File: config.mk
export PLATFORM = sky130hd
export DESIGN_NAME = ssp_uart_host
export DESIGN_NICKNAME = d
export VERILOG_FILES = /design/src/rtl/ssp_uart_host.sv
export SDC_FILE = /design/constraint.sdc
export NUM_CORES = 1
export LEC_CHECK = 0
export CAP_MARGIN = 25
export CORE_ASPECT_RATIO = 1.5
export CORE_UTILIZATION = 42
export CTS_BUF_LIST = sky130_fd_sc_hd__clkbuf_8
export DETAILED_ROUTE_END_ITERATION = 10
export GPL_TIMING_DRIVEN = 0
export PLACE_DENSITY = 0.76
export SETUP_SLACK_MARGIN = 0.4
export SLEW_MARGIN = 20
export SYNTH_ARGS = -nofsm -noshare
export SYNTH_HDL_FRONTEND = slang
export SYNTH_SLANG_ARGS = --single-unit
File: constraint.sdc
create_clock -name Clk -period 2.6 [get_ports Clk]
set_input_delay 0.26 -clock Clk [delete_from_list [all_inputs] [get_ports Clk]]
set_output_delay 0.26 -clock Clk [all_outputs]
set_load 0.02 [all_outputs]
File: src/rtl/ssp_uart_host.sv
// SSP-side initiator for the UART register-access port.
// Each accepted command becomes one timed frame: SETUP, then 4 header bits,
// then 12 data bits (SCK low then high in each bit), then an inter-frame gap.
// The read value is captured at the end of bit 0 and returned with a
// one-cycle strobe. All outputs come straight from flops.
module ssp_uart_host #(
    parameter int pDiv = 2,
    parameter int pGap = 2
) (
    input  logic        Clk,
    input  logic        Rst,
    input  logic        Req,
    output logic        Rdy,
    input  logic [2:0]  Cmd_RA,
    input  logic        Cmd_WnR,
    input  logic [11:0] Cmd_WD,
    output logic        Rsp_Vld,
    output logic [11:0] Rsp_RD,
    output logic        SSP_SSEL,
    output logic        SSP_SCK,
    output logic [2:0]  SSP_RA,
    output logic        SSP_WnR,
    output logic        SSP_En,
    output logic        SSP_EOC,
    output logic [11:0] SSP_DI,
    input  logic [11:0] SSP_DO
);

    localparam int DW = $clog2(pDiv) + 1;
    localparam int GW = $clog2(pGap) + 1;
    localparam logic [DW-1:0] DIV_LAST = DW'(pDiv - 1);
    localparam logic [GW-1:0] GAP_LAST = GW'(pGap - 1);
    // Bit counter spans header and data: 15..12 are header bits, 11..0 data.
    localparam logic [4:0] BIT_FIRST = 5'd15;
    localparam logic [4:0] BIT_HDR_LAST = 5'd12;

    typedef enum logic [2:0] {IDLE, SETUP, HDR, DATA, GAP} state_t;

    state_t        state_q, state_d;
    logic [DW-1:0] div_q, div_d;
    logic          ph_q, ph_d;
    logic [4:0]    bit_q, bit_d;
    logic [GW-1:0] gap_q, gap_d;

    logic          rdy_q, rdy_d;
    logic          vld_q, vld_d;
    logic [11:0]   rd_q, rd_d;
    logic          ssel_q, ssel_d;
    logic          sck_q, sck_d;
    logic [2:0]    ra_q, ra_d;
    logic          wnr_q, wnr_d;
    logic          en_q, en_d;
    logic          eoc_q, eoc_d;
    logic [11:0]   di_q, di_d;

    logic          half_end;

    // Next-state, counters, command latch and read capture.
    always_comb begin
        state_d  = state_q;
        div_d    = div_q;
        ph_d     = ph_q;
        bit_d    = bit_q;
        gap_d    = gap_q;
        ra_d     = ra_q;
        wnr_d    = wnr_q;
        di_d     = di_q;
        rd_d     = rd_q;
        vld_d    = 1'b0;
        half_end = (div_q == DIV_LAST);
        case (state_q)
            IDLE: begin
                if (Req) begin
                    state_d = SETUP;
                    div_d   = '0;
                    ph_d    = 1'b0;
                    bit_d   = BIT_FIRST;
                    ra_d    = Cmd_RA;
                    wnr_d   = Cmd_WnR;
                    di_d    = Cmd_WnR ? Cmd_WD : 12'h000;
                end
            end
            SETUP: begin
                if (half_end) begin
                    state_d = HDR;
                    div_d   = '0;
                end else begin
                    div_d = div_q + DW'(1);
                end
            end
            HDR, DATA: begin
                if (half_end) begin
                    div_d = '0;
                    ph_d  = ~ph_q;
                    // End of a high half closes the current bit.
                    if (ph_q) begin
                        if (bit_q == 5'd0) begin
                            state_d = GAP;
                            gap_d   = '0;
                            rd_d    = SSP_DO;
                            vld_d   = 1'b1;
                            ra_d    = 3'b000;
                            wnr_d   = 1'b0;
                            di_d    = 12'h000;
                        end else begin
                            bit_d = bit_q - 5'd1;
                            if (bit_q == BIT_HDR_LAST) state_d = DATA;
                        end
                    end
                end else begin
                    div_d = div_q + DW'(1);
                end
            end
            GAP: begin
                if (gap_q == GAP_LAST) state_d = IDLE;
                else                   gap_d = gap_q + GW'(1);
            end
            default: state_d = IDLE;
        endcase
    end

    // Port-level outputs derived from the next state so they are registered.
    always_comb begin
        rdy_d  = (state_d == IDLE);
        ssel_d = (state_d == SETUP) || (state_d == HDR) || (state_d == DATA);
        sck_d  = ((state_d == HDR) || (state_d == DATA)) && ph_d;
        en_d   = (state_d == DATA);
        eoc_d  = (state_d == DATA) && (bit_d == 5'd0);
    end

    // State and output registers with synchronous reset.
    always_ff @(posedge Clk) begin
        if (Rst) begin
            state_q <= IDLE;
            div_q   <= '0;
            ph_q    <= 1'b0;
            bit_q   <= '0;
            gap_q   <= '0;
            rdy_q   <= 1'b1;
            vld_q   <= 1'b0;
            rd_q    <= '0;
            ssel_q  <= 1'b0;
            sck_q   <= 1'b0;
            ra_q    <= '0;
            wnr_q   <= 1'b0;
            en_q    <= 1'b0;
            eoc_q   <= 1'b0;
            di_q    <= '0;
        end else begin
            state_q <= state_d;
            div_q   <= div_d;
            ph_q    <= ph_d;
            bit_q   <= bit_d;
            gap_q   <= gap_d;
            rdy_q   <= rdy_d;
            vld_q   <= vld_d;
            rd_q    <= rd_d;
            ssel_q  <= ssel_d;
            sck_q   <= sck_d;
            ra_q    <= ra_d;
            wnr_q   <= wnr_d;
            en_q    <= en_d;
            eoc_q   <= eoc_d;
            di_q    <= di_d;
        end
    end

    assign Rdy      = rdy_q;
    assign Rsp_Vld  = vld_q;
    assign Rsp_RD   = rd_q;
    assign SSP_SSEL = ssel_q;
    assign SSP_SCK  = sck_q;
    assign SSP_RA   = ra_q;
    assign SSP_WnR  = wnr_q;
    assign SSP_En   = en_q;
    assign SSP_EOC  = eoc_q;
    assign SSP_DI   = di_q;

endmodule

# ---- Word level (Yosys, flattened, before mapping)
# Index checks and enable logic that the tools add are counted.
dict set report word_totals {
  out_inout_bits 34
  ff_bits 47
  in_bits 31
  wordCells 96
}
dict set report classes {
  muxes 41
  eq_ne 15
  add_sub_neg 3
  bitwise 3
  n_reduce_logical 19
}
# op count
set op_table {}
lappend op_table {{$mux 12} 5}
lappend op_table {{$mux 3} 11}
lappend op_table {{$pmux 12 s2} 1}
lappend op_table {{$mux 5} 4}
lappend op_table {{$eq 3x2->1 const B} 4}
lappend op_table {{$mux 2} 6}
lappend op_table {{$pmux 3 s4} 1}
lappend op_table {{$logic_not 5->1} 2}
lappend op_table {{$ne 2x2->1 const B} 5}
lappend op_table {{$pmux 5 s2} 1}
lappend op_table {{$reduce_and 5->1} 2}
lappend op_table {{$pmux 2 s2} 2}
lappend op_table {{$mux 1} 7}
lappend op_table {{$eq 3x1->1 const B} 2}
lappend op_table {{$logic_not 3->1} 2}
lappend op_table {{$pmux 3 s2} 1}
lappend op_table {{$reduce_bool 2->1} 3}
lappend op_table {{$eq 5x4->1 const B} 1}
lappend op_table {{$sub 5x1->5 const B} 1}
lappend op_table {{$add 2x1->2 const B} 2}
lappend op_table {{$eq 2x1->1 const B} 2}
lappend op_table {{$pmux 1 s2} 2}
lappend op_table {{$reduce_and 4->1} 1}
lappend op_table {{$reduce_or 4->1} 1}
lappend op_table {{7 further kinds} 12}

# ---- Longest topological paths before layout
# Gate-level depths: netlist of run 1.
dict set report depth {
  ltp_word 9
  depth_mapped 8
  depth_no_buf 7
}

# ---- Worst setup path before layout of run 1
# OpenSTA, ideal clock, no wires.
dict set report synth_timing {
  path_kind {register to register}
  startpoint {register bit_q[0]}
  endpoint {register di_q[6], in the netlist SSP_DI[6]}
  setup_time_ns 0.128
  setup_slack_ns 0.792
  n_path_buf 1
  stages_incl_launch_ff 9
  arrival_ns 1.681
  synth_period_minus_slack_ns 1.808
  cell_sequence {dfxtp_1 -> inv_1 -> ha_1 -> nor4b_1 -> and2b_1 -> o21ai_1 -> buf_2 -> a22oi_1 -> nor2_1}
}
dict set report synth_between {
  elab_chain_len 3
}
# item line_no
set synth_rtl {}
lappend synth_rtl {{from (decl)} 42} ;# logic [4:0] bit_q, bit_d;
lappend synth_rtl {{from (signal assigned)} 153} ;# bit_q <= bit_d;
lappend synth_rtl {{$logic_not 5->1} 97} ;# if (bit_q == 5'd0) begin
lappend synth_rtl {{$ne 2x2->1 (no source line)} n/a}
lappend synth_rtl {{$reduce_and 5->1 (no source line)} n/a}
lappend synth_rtl {{to (signal assigned)} 164} ;# di_q <= di_d;
lappend synth_rtl {{to (decl)} 54} ;# logic [11:0] di_q, di_d;
# No other way between the ends.
# A chain may end at the register's enable or synchronous reset.

# ---- Worst setup path after layout of run 1
dict set report layout_timing {
  startpoint {input port Req}
  endpoint {register eoc_q, in the netlist SSP_EOC}
}
dict set report layout_between {
  elab_chain_len 4
  word_cells_on_any_way 7
}
# item line_no
set layout_rtl {}
lappend layout_rtl {{from (decl)} 12} ;# input logic Req,
lappend layout_rtl {{$mux 3 / $mux 5 (equally long branches)} 73} ;# if (Req) begin
lappend layout_rtl {{$pmux 3 s4 / $pmux 5 s2 (equally long branches)} 71} ;# case (state_q)
lappend layout_rtl {{$eq 3x2->1 / $logic_not 5->1 (equally long branches)} 128} ;# eoc_d = (state_d == DATA) && (bit_d == 5'd0);
lappend layout_rtl {{$logic_and 1x1->1 *} 128}
lappend layout_rtl {{to (signal assigned)} 163} ;# eoc_q <= eoc_d;
lappend layout_rtl {{to (decl)} 53} ;# logic eoc_q, eoc_d;
# Mark *: on every way between the ends. The rest lies on a longest branch, timed or not.

==> out/metrics.cfg, run 1 <==
[finish]
final_cell_area_sq_mm = 0.00272
n_antenna_cell = 0
area_delta_synth_final_pct = 42.7
finish.utilization_pct = 63.5
drive_above_1_share_pct = 6.23
fill_cells = 384
final_nets = 323

[min_path]
min_path_type = in2reg
hold_depth = 2
worstHoldStart = Rst
min_to = ph_q$_SDFF_PP0_

[pwr]
p_per_area_mw_per_mm2 = 546
p_int_mw = 1.08
switching_share_pct = 26.9
clkPwrFrac_pct = 32.3
ir_worst_vdd_uv = 526
leakage_nw = 0.973
power_frac_comb_pct = 15.8
total_power_mw = 1.48
seqPwrFrac_pct = 51.9
p_sw_mw = 0.400

[floorplan]
start_util_pct = 44.5
rows = 29
fp.dieArea_sq_mm = 0.00481
die_h_um = 84.5
core_area_sq_mm = 0.00428
die_w_um = 57.0
ios = 65

[timing]
rsz0062_at_grt = false
tightest_slew_ns = 0.473
fin_skew_ns = 0.00947
slew-limit-headroom_pct = 68.5
fin_crit_sh_pct = 74.8
clock.fmax_mhz = 514
fin_crit_ns = 1.94
setup_tns_ns = 0
hold_violations = 0
setup_viol = 0
drv_slew = 0

[route]
detail_route.first_pass.iterations = 7
via_per_inst = 5.47
wl_um = 4580
routed-via-count = 1834
wl_per_cell_um = 13.7
drcViolationCount = 11
antenna_left = 0
drtIter0Drc = 82

[global_route]
grt_max_degree = 16
grt_antenna_before_repair = 0
grt_pass1_vias = 1685
grt_overflow = 0
grtUsageTotal_pct = 19.9
grt_pass1_wl_um = 7650
grtUsageMet2_pct = 35.3
gr-max-usage-layer = met2
grt_use_met1_pct = 23.4
grt_use_met3_pct = 3.54

[place]
dpl.hpwl_um = 3380
place_area_sq_mm = 0.00259
portBuffers = 63
gp_congestion = 0.882

[run_status]
status = finished with violations
violations = DRC

[clock_network]
clk_latency_ns = 0.31
clk_pin_slew_ns = 0.08
htree_levels = 2
root_buffer = clkbuf_8
cts_hold_buf = 0
cts_tree = built
cts_buffers = 5
clk_path_buf_depth = 2
cts_num_sinks = 47

[synthesis]
yosysMostFrequentCell = dfxtp_1
synth_ff_type = dfxtp_1
async_flop_share_pct = 0
syn_area_sq_mm = 0.00190
avgSynthCellArea_sq_um = 8.74
yosysTopAreaCellShare_pct = 49.4
synth_area_leaders = dfxtp_1 49%, a22oi_1 6.3%, a21oi_1 5.5%
synth-edff-count = 0
synthesis.nets = 253
syn_inst = 218
ys_ff_latch = 47
yosysWarnings = 0
yosysSeqAreaShare_pct = 49.4
yosysTopAreaCell = dfxtp_1
synth_common_cells = 47 x dfxtp_1, 24 x nor2_1, 21 x a21oi_1, 20 x nand2_1
synth_cell_type_count = 44

[setup_path]
worstReg2RegEnd = SSP_EOC$_SDFF_PP0_
end_kind = flop
r2r_cells = 7
reg2reg_slack_ns = 0.66
startpoint_type = input port
arrival_ns = 2.19
crit_fanout = 8
crit_start = Req
worstSetupPathType = in2reg
worstPathRequired_ns = 2.85
r2r_start = bit_q[0]$_SDFF_PP0_

[run]
max_cap_violations = 0

sequential cells by signal, indices dropped and copies added (netlist names):
| register | cells |
|---|---|
| SSP_WnR | 1 |
| SSP_EOC | 1 |
| div_q | 2 |
| SSP_DI | 12 |
| state_q | 3 |
| SSP_En | 1 |
| SSP_SCK | 1 |
| Rdy | 1 |
| Rsp_RD | 12 |
| ph_q | 1 |
| bit_q | 5 |
| SSP_SSEL | 1 |
| Rsp_Vld | 1 |
| gap_q | 2 |
| SSP_RA | 3 |
cell usage in the layout (no fill, tap or decap), types with 2 or more instances in the layout:
cell / synthesis / routed
ha_1: 4 / 4
a31oi_1: 3 / 3
buf_2: 2 / 2
and4bb_1: 2 / 2
nor2b_1: 2 / 2
inv_1: 5 / 5
dfxtp_1: 47 / 47
or3_1: 2 / 2
clkbuf_1: 10 / 9
o21ai_1: 5 / 4
and3_1: 2 / 2
clkbuf_8: 0 / 6
nand2_1: 20 / 20
nor3_1: 7 / 7
clkdlybuf4s50_1: 0 / 63
nor3b_1: 4 / 4
nand3_1: 16 / 16
clkbuf_2: 0 / 2
a22oi_1: 16 / 16
nor2_1: 24 / 24
a21oi_1: 21 / 21
worst max path at each step:
stage / endpoint / depth (start not counted)
2_1_floorplan: SSP_DI[6]$_SDFFE_PP0P_ / 8
3_3_place_gp: SSP_DI[11]$_SDFFE_PP0P_ / 7
3_5_place_dp: SSP_DI[11]$_SDFFE_PP0P_ / 7
4_1_cts: SSP_DI[8]$_SDFFE_PP0P_ / 8
5_1_grt: SSP_EOC$_SDFF_PP0_ / 7
6_report: SSP_EOC$_SDFF_PP0_ / 6
power groups by stage:
stage / Clock, mW / Combinational [mW] / Sequential (mW)
floorplan: 0 / 0.102 / 0.802
global placement: 0 / 0.226 / 0.784
detailed placement: 0 / 0.228 / 0.784
CTS: 0.483 / 0.230 / 0.769
global route: 0.510 / 0.255 / 0.775
finish: 0.480 / 0.235 / 0.770
per-stage QoR:
step                      cells  hold WS [ns]  setup WS (ns)
after floorplan             218         0.408          0.792
after global placement      327         0.440          0.257
after detailed placement    327         0.446          0.259
after CTS                   335         0.329          0.457
after global routing        335         0.376          0.445
final                       335         0.320          0.655
cell families after synthesis:
family	count (synthesis)	share of synthesized area [%]
AO/OA/AOI/OAI	56	19.0
adder cells (fa/ha/maj)	4	2.63
buffers and inverters	19	3.88
flip-flops	47	49.4
AND/OR/NAND/NOR	92	25.1
timing repair:
item	in CTS	in global routing
setup buffers	0	0
resized for setup	1	6
setup endpoints to repair	8	17
metal layers:
| layer | up-vias | wire length [um] |
|---|---|---|
| met2 | 59 | 2400 |
| met3 | 6 | 241 |
| met5 | - | 0 |
| met1 | 847 | 1860 |
| met4 | 0 | 75 |
| li1 | 922 | - |
worst max-delay path: stages:
cell	delay (ns)
clkdlybuf4s50_1	0.53
or3b_1	0.45
nor2_4	0.25
a31oi_1	0.11
nor3_1	0.35
and4bb_1	0.23
layout make-up:
| cell class | count | area (sq um) | area share (%) |
|---|---|---|---|
| Clock buffer | 6 | 82.6 | 3.04 |
| Tap cell | 46 | 57.6 | 2.12 |
| Multi-Input combinational cell | 152 | 916 | 33.7 |
| Sequential cell | 47 | 941 | 34.6 |
| Clock inverter | 2 | 13.8 | 0.506 |
| Buffer | 13 | 53.8 | 1.98 |
| Timing Repair Buffer | 63 | 631 | 23.2 |
| Inverter | 6 | 22.5 | 0.829 |
No activity file was read; power rests on OpenSTA's default activity.
==> inputs of run 2 (changes only) <==
clock period = 1.9 ns   (was 2.6 ns; I/O delays follow)
==> run 2 against run 1 <==
Compared with the run above: sequential power rose by 38%; critical path depth rose by 2; cell count rose by 8.1%; worst hold slack got worse by 0.021 ns; critical path type is now reg2reg; register-to-register slack got worse by 0.52 ns; global-route usage rose by 3.5 points; first-iteration DRC count fell by 8.5%; largest cell class is now multi-input combinational cells; non-clock buffer count rose by 27; the run still ends with DRC left; combinational power rose by 120%; critical endpoint is now SSP_DI[6]$_SDFFE_PP0P_.
==> out/metrics.cfg, run 2 (synthesis results as in run 1) <==
[clock_network]
cts_buffers = 5  ; unchanged
cts_hold_buf = 0  ; unchanged
cts_tree = built
root_buffer = clkbuf_8
clk_path_buf_depth = 2  ; unchanged
clk_latency_ns = 0.31  ; about the same
htree_levels = 2  ; unchanged
cts_num_sinks = 47  ; unchanged
clk_pin_slew_ns = 0.09  ; about the same

[finish]
area_delta_synth_final_pct = 82.1
fill_cells = 252  ; -34%
layout_commonest_cell = clkdlybuf4s50_1
drive_above_1_share_pct = 39.9  ; +34 points
n_antenna_cell = 0  ; unchanged
multi_input_comb_area_sq_mm = 0.00128  ; +40%
finish.utilization_pct = 81.0  ; +18 points
stdcell_count = 362  ; +8.1%
final_nets = 350  ; +8.4%
regArea_sq_um = 960  ; +2.0%
final_cell_mix = 50 x clkdlybuf4s50_1, 40 x dfxtp_1, 22 x nor2_1, 16 x a22oi_2
final_cell_area_sq_mm = 0.00347  ; +28%

[global_route]
grtUsageTotal_pct = 23.4  ; +3.5 points
grt_overflow = 0  ; unchanged
grt_max_degree = 15  ; -1
grt_pass1_vias = 1908  ; +13%
grt_pass1_wl_um = 8800  ; +15%
grt_antenna_before_repair = 0  ; unchanged

[floorplan]
start_util_pct = 44.5  ; unchanged
ios = 65  ; unchanged
rows = 29  ; unchanged
fp.dieArea_sq_mm = 0.00481  ; unchanged
core_area_sq_mm = 0.00428  ; unchanged
die_h_um = 84.5  ; unchanged
die_w_um = 57.0  ; unchanged

[pwr]
leakage_nw = 1.42  ; +47%
p_per_area_mw_per_mm2 = 641  ; +17%
total_power_mw = 2.22  ; +50%
ir_worst_vdd_uv = 695  ; +32%

[place]
portBuffers = 63  ; unchanged
dpl.hpwl_um = 3480  ; +2.9%
place_inst = 327  ; unchanged
place_area_sq_mm = 0.00269  ; +3.7%
gp_congestion = 0.860  ; -2.4%

[min_path]
min_path_type = in2reg
worstHoldStart = Rst

[timing]
fin_crit_ns = 1.76
fin_crit_sh_pct = 92.7
setup_viol = 0  ; unchanged
fin_skew_ns = 0.0119  ; +0.00243 ns
tightest_slew_ns = 0.720  ; +0.247 ns
drv_slew = 0  ; unchanged
slew-limit-headroom_pct = 52.0  ; -16 points
rsz0062_at_grt = true
clock.fmax_mhz = 567
hold_violations = 0  ; unchanged

[route]
via_per_inst = 5.84  ; +6.7%
antenna_left = 0  ; unchanged
drtIter0Drc = 75  ; -8.5%
drcViolationCount = 9  ; -2
wl_um = 6960  ; +52%
routed-via-count = 2115  ; +15%
detail_route.first_pass.iterations = 7  ; unchanged
wl_per_cell_um = 19.2  ; +41%

[setup_path]
max_stage_delay_ns = 0.39  ; -0.14 ns
end_kind = flop
cp_top_family = simple AND/OR/NAND/NOR gates
arrival_ns = 2.00  ; -0.19 ns
crit_chain = inv_4 > ha_4 > nor4b_4 > and2b_2 > o21ai_4 > buf_6 > a22oi_2 > nor2_1
worstPathRequired_ns = 2.14  ; -0.71 ns
crit_start = bit_q[0]$_SDFF_PP0_
worstSetupPathType = reg2reg
crit_buf_inv = 2  ; +1
startpoint_type = flop
cp_slowest_cell = dfxtp_4
crit_fanout = 6  ; -2
r2r_start = bit_q[0]$_SDFF_PP0_

[run_status]
status = finished with violations
violations = DRC

[run]
max_cap_violations = 0  ; unchanged

[run 2: changes by cell type in the layout (fill, tap and decap cells not counted), moves of 7 or more]
cell	change
dlymetal6s2s_1	+12
a21oi_2	+15
nand2_4	+10
buf_6	+10
a22oi_1	-16
dfxtp_1	-7
a21oi_1	-15
nand2_1	-14
a22oi_2	+16
buf_4	+15
clkdlybuf4s50_1	-13
[run 2: worst paths after layout]
path	cells after the start	slack (ns)	endpoint
max	8	0.14	SSP_DI[6]$_SDFFE_PP0P_
min reg2reg	2	0.46	gap_q[1]$_SDFFE_PP0P_
max reg2reg	8	0.14	SSP_DI[6]$_SDFFE_PP0P_
min	2	0.30	ph_q$_SDFF_PP0_
[run 2: per-stage QoR]
stage	setup TNS (ns)	setup WS, ns	hold WS, ns
after detailed placement	-2.40	-0.262	0.445
after CTS	0	0.134	0.237
after floorplan	0	0.258	0.325
final	0	0.138	0.299
after global routing	0	0.0521	0.317
after global placement	-2.48	-0.269	0.441
[run 2: final cells by class]
type / instances / area share (%)
Sequential cell: 47 / 27.7
Multi-Input combinational cell: 152 / 36.9
Clock buffer: 6 / 2.38
Inverter: 6 / 0.722
Buffer: 13 / 3.18
Tap cell: 46 / 1.66
Timing Repair Buffer: 90 / 27.1
Clock inverter: 2 / 0.361
[run 2: worst reg2reg max path, delay by kind of cell, from the launching register on]
family	cells	cell delay (ns)
compound gates	2	0.39
fa+ha+maj	1	0.16
buf+inv	2	0.24
flops	1	0.39
simple gates	3	0.51
[run 2: what timing repair did]
item	4_1_cts	5_1_grt
gates resized for setup	58	65
gates cloned	3	0
pin swaps	35	18
buffers inserted	18	6
setup endpoints to repair	36	55
[run 2: power by group]
group / leakage, nW / total [mW] / switching (mW) / internal [mW]
Sequential: 0.386 / 1.06 / 0.0353 / 1.02
Clock: 0.0526 / 0.653 / 0.359 / 0.294
Combinational: 0.986 / 0.513 / 0.234 / 0.279
Total: 1.42 / 2.22 / 0.629 / 1.59
[run 2: routing by layer]
layer	GRT usage (%)	routed length (um)	vias up
met5	0	0	-
met4	12.4	393	0
met3	4.78	329	33
met2	41.2	3760	97
met1	26.0	2470	1010
li1	-	-	975
==> inputs of run 3 (changes only) <==
ABC_AREA = 1   (was not set)
CORE_MARGIN = 5   (was not set)
CTS_BUF_LIST = sky130_fd_sc_hd__clkbuf_16   (was sky130_fd_sc_hd__clkbuf_8)
PLACE_DENSITY = 0.74   (was 0.76)
==> run 3 against run 2 <==
Compared with the run above: combinational power decreased by 2%; cell count increased by 16%; worst hold slack better by 0.16 ns; first-iteration DRC count is 17% higher; final area decreased by 9.6%; clock power grew 23%; via count down 3.8%; critical path depth rose by 2; global-route usage down 6.8 points; the run now ends clean; critical endpoint unchanged; die area rose by 35%; highest routed layer unchanged; maximum frequency rose by 15%.
==> out/metrics.cfg, run 3 <==
[setup_path]
worstPathRequired_ns = 2.11  ; -0.03 ns
r2r_cells = 10  ; +2
cp_common_cell = inv_2
worstSetupPathType = reg2reg
cp_slowest_cell = dfxtp_2
max_stage_delay_ns = 0.32  ; -0.07 ns
cp_top_family = buffers and inverters
arrival_ns = 1.74  ; -0.26 ns
worstReg2RegEnd = SSP_DI[6]$_SDFFE_PP0P_
reg2reg_slack_ns = 0.37  ; +0.24 ns
crit_chain = inv_2 > ha_4 > inv_2 > nor2_4 > nand2_4 > o21ai_4 > buf_6 > clkbuf_16 > nand3_1 > a21oi_1
crit_fanout = 7  ; +1
end_kind = flop
startpoint_type = flop
r2r_start = bit_q[0]$_SDFF_PP0_
worstSetupPathDepth = 10  ; +2
crit_buf_inv = 4  ; +2

[finish]
area_delta_synth_final_pct = 51.0
layout_commonest_cell = clkdlybuf4s50_1
fill_cells = 470  ; +87%
final_cell_area_sq_mm = 0.00314  ; -9.6%
drive_above_1_share_pct = 17.8  ; -22 points
final_cell_mix = 64 x clkdlybuf4s50_1, 45 x dfxtp_1, 45 x nor2_1, 38 x nand2_1, 23 x inv_1
n_antenna_cell = 0  ; unchanged
final_nets = 388  ; +11%

[place]
gp_congestion = 0.858  ; -0.23%
portBuffers = 64  ; +1.6%
dpl.hpwl_um = 3760  ; +8.1%
place_area_sq_mm = 0.00282  ; +4.9%
dp_slack_ns = 0.136  ; +0.398 ns

[pwr]
ir_worst_vdd_uv = 488  ; -30%
clkPwrFrac_pct = 34.1  ; +4.7 points
power_frac_comb_pct = 21.2  ; -1.9 points
p_sw_mw = 0.616  ; -2.1%
leakage_nw = 1.26  ; -11%
p_int_mw = 1.75  ; +9.6%
seqPwrFrac_pct = 44.7  ; -2.9 points
total_power_mw = 2.36  ; +6.3%
switching_share_pct = 26.0  ; -2.2 points
p_per_area_mw_per_mm2 = 754  ; +18%

[min_path]
min_path_type = reg2reg
worstHoldStart = SSP_DI[6]$_SDFFE_PP0P_
hold_depth = 2  ; unchanged
min_to = SSP_DI[6]$_SDFFE_PP0P_

[floorplan]
ios = 65  ; unchanged
die_h_um = 96.1  ; +14%
die_w_um = 67.4  ; +18%
fp.dieArea_sq_mm = 0.00648  ; +35%
start_util_pct = 43.2  ; -1.3 points
rows = 31  ; +6.9%
core_area_sq_mm = 0.00481  ; +12%

[synthesis]
synthesis.nets = 304  ; +20%
yosysTopAreaCellShare_pct = 45.3  ; -4.1 points
syn_area_sq_mm = 0.00208  ; +9.1%
yosysWarnings = 0  ; unchanged
synth_area_leaders = dfxtp_1 45%, nor2_1 8.5%, nand2_1 7.0%
yosysTopAreaCell = dfxtp_1
synth_common_cells = 47 x dfxtp_1, 47 x nor2_1, 39 x nand2_1, 26 x inv_1, 23 x nand3_1
avgSynthCellArea_sq_um = 7.72  ; -12%
syn_inst = 269  ; +23%
yosysSeqAreaShare_pct = 45.3  ; -4.1 points
synth-edff-count = 0  ; unchanged
async_flop_share_pct = 0  ; unchanged
ys_ff_latch = 47  ; unchanged
synth_ff_type = dfxtp_1
synth_cell_type_count = 33  ; -25%

[timing]
tightest_slew_ns = 0.557  ; -0.163 ns
hold_ws_ns = 0.461  ; +0.162 ns
fin_skew_ns = 0.00431  ; -0.00759 ns
setup_viol = 0  ; unchanged
fin_crit_ns = 1.53  ; -0.235 ns
setup_tns_ns = 0  ; unchanged
hold_violations = 0  ; unchanged
slew-limit-headroom_pct = 62.8  ; +11 points
rsz0062_at_grt = true
clock.fmax_mhz = 655  ; +15%
fin_crit_sh_pct = 80.4  ; -12 points
drv_slew = 0  ; unchanged
setup_slack_ns = 0.373  ; +0.235 ns

[route]
antenna_left = 0  ; unchanged
wl_um = 5160  ; -26%
routed-via-count = 2034  ; -3.8%
via_per_inst = 4.84  ; -17%
drcViolationCount = 0  ; -9
detail_route.first_pass.iterations = 4  ; -3
wl_per_cell_um = 12.3  ; -36%
drtIter0Drc = 88  ; +17%

[clock_network]
clk_pin_slew_ns = 0.06  ; -0.03 ns
clk_latency_ns = 0.28  ; -0.03 ns
cts_tree = built
root_buffer = clkbuf_16
htree_levels = 2  ; unchanged
cts_num_sinks = 47  ; unchanged
clk_path_buf_depth = 2  ; unchanged
cts_hold_buf = 0  ; unchanged
cts_buffers = 5  ; unchanged

[global_route]
grt_pass1_wl_um = 8340  ; -5.3%
grtUsageTotal_pct = 16.7  ; -6.8 points
grt_pass1_vias = 1933  ; +1.3%
grt_overflow = 0  ; unchanged
grt_max_degree = 14  ; -1
grt_antenna_before_repair = 0  ; unchanged

[run_status]
status = completed

[run]
max_cap_violations = 0  ; unchanged

-- run 3: cell count changes after synthesis, sizes merged, moves of 10 or more --
cell,before,now
nor2,25,53
nand2,20,45
inv,6,29
a22oi,16,0
nand3,16,28
o21ai,6,16
-- run 3: layout make-up --
type / count / area [sq um] / area share, %
sequential: 47 / 943 / 30.1
timing repair buffer: 77 / 763 / 24.3
inverter: 29 / 111 / 3.55
clock inverter: 3 / 11.3 / 0.359
tap: 66 / 82.6 / 2.63
clock buffer: 5 / 125 / 3.99
multi-input combinational: 184 / 1030 / 32.7
buffer: 9 / 72.6 / 2.31
-- run 3: timing repair --
item | 4_1_cts | 5_1_grt
gates cloned | 0 | 2
gates resized for setup | 2 | 28
pin swaps | 4 | 15
buffers inserted | 8 | 3
setup endpoints to repair | 20 | 35
-- run 3: how the worst max path moves through the flow --
stage / from / endpoint / slack [ns]
2_1_floorplan: bit_q[0]$_SDFF_PP0_ / SSP_RA[0]$_SDFFE_PP0P_ / 0.38
3_3_place_gp: Rst / SSP_DI[4]$_SDFFE_PP0P_ / 0.18
3_5_place_dp: Rst / SSP_DI[8]$_SDFFE_PP0P_ / 0.14
4_1_cts: Rst / SSP_DI[8]$_SDFFE_PP0P_ / 0.41
5_1_grt: bit_q[0]$_SDFF_PP0_ / Rdy$_SDFF_PP1_ / 0.28
6_report: bit_q[0]$_SDFF_PP0_ / SSP_DI[6]$_SDFFE_PP0P_ / 0.37
-- run 3: worst register-to-register path, delay by kind of cell, from the launching register on --
family	cells	cell delay, ns
AO/OA/AOI/OAI	2	0.34
adder cells (fa/ha/maj)	1	0.13
buffers and inverters	4	0.37
flip-flops	1	0.32
AND/OR/NAND/NOR	3	0.29
-- run 3: logic make-up (layout without fill, tap and decap cells) --
family	count (synthesis)	in the layout	share of synthesized area [%]
simple gates	134	134	30.8
flops	47	47	45.3
compound gates	45	45	12.8
buf+inv	38	123	8.31
fa+ha+maj	4	4	2.41
xor+xnor	1	1	0.422
-- run 3: per-stage QoR --
stage,util (%),instances
finish,65.2,420
global route,65.2,420
CTS,62.9,415
detailed placement,58.6,399
global placement,58.6,399
floorplan,-,269
-- run 3: power groups by stage --
stage	Combinational, mW	Sequential (mW)	Clock, mW
2_1_floorplan	0.233	1.11	0
3_3_place_gp	0.425	1.08	0
3_5_place_dp	0.431	1.08	0
4_1_cts	0.464	1.06	0.820
5_1_grt	0.547	1.06	0.868
6_report	0.501	1.06	0.805
-- run 3: per-layer routing --
| metal | vias to the layer above | share of wire [%] | global-route usage (%) |
|---|---|---|---|
| li1 | 1039 | - | - |
| met3 | 8 | 9.1 | 5.96 |
| met5 | - | 0 | 0 |
| met4 | 0 | 1.8 | 6.26 |
| met2 | 73 | 51 | 30.2 |
| met1 | 914 | 38 | 17.2 |
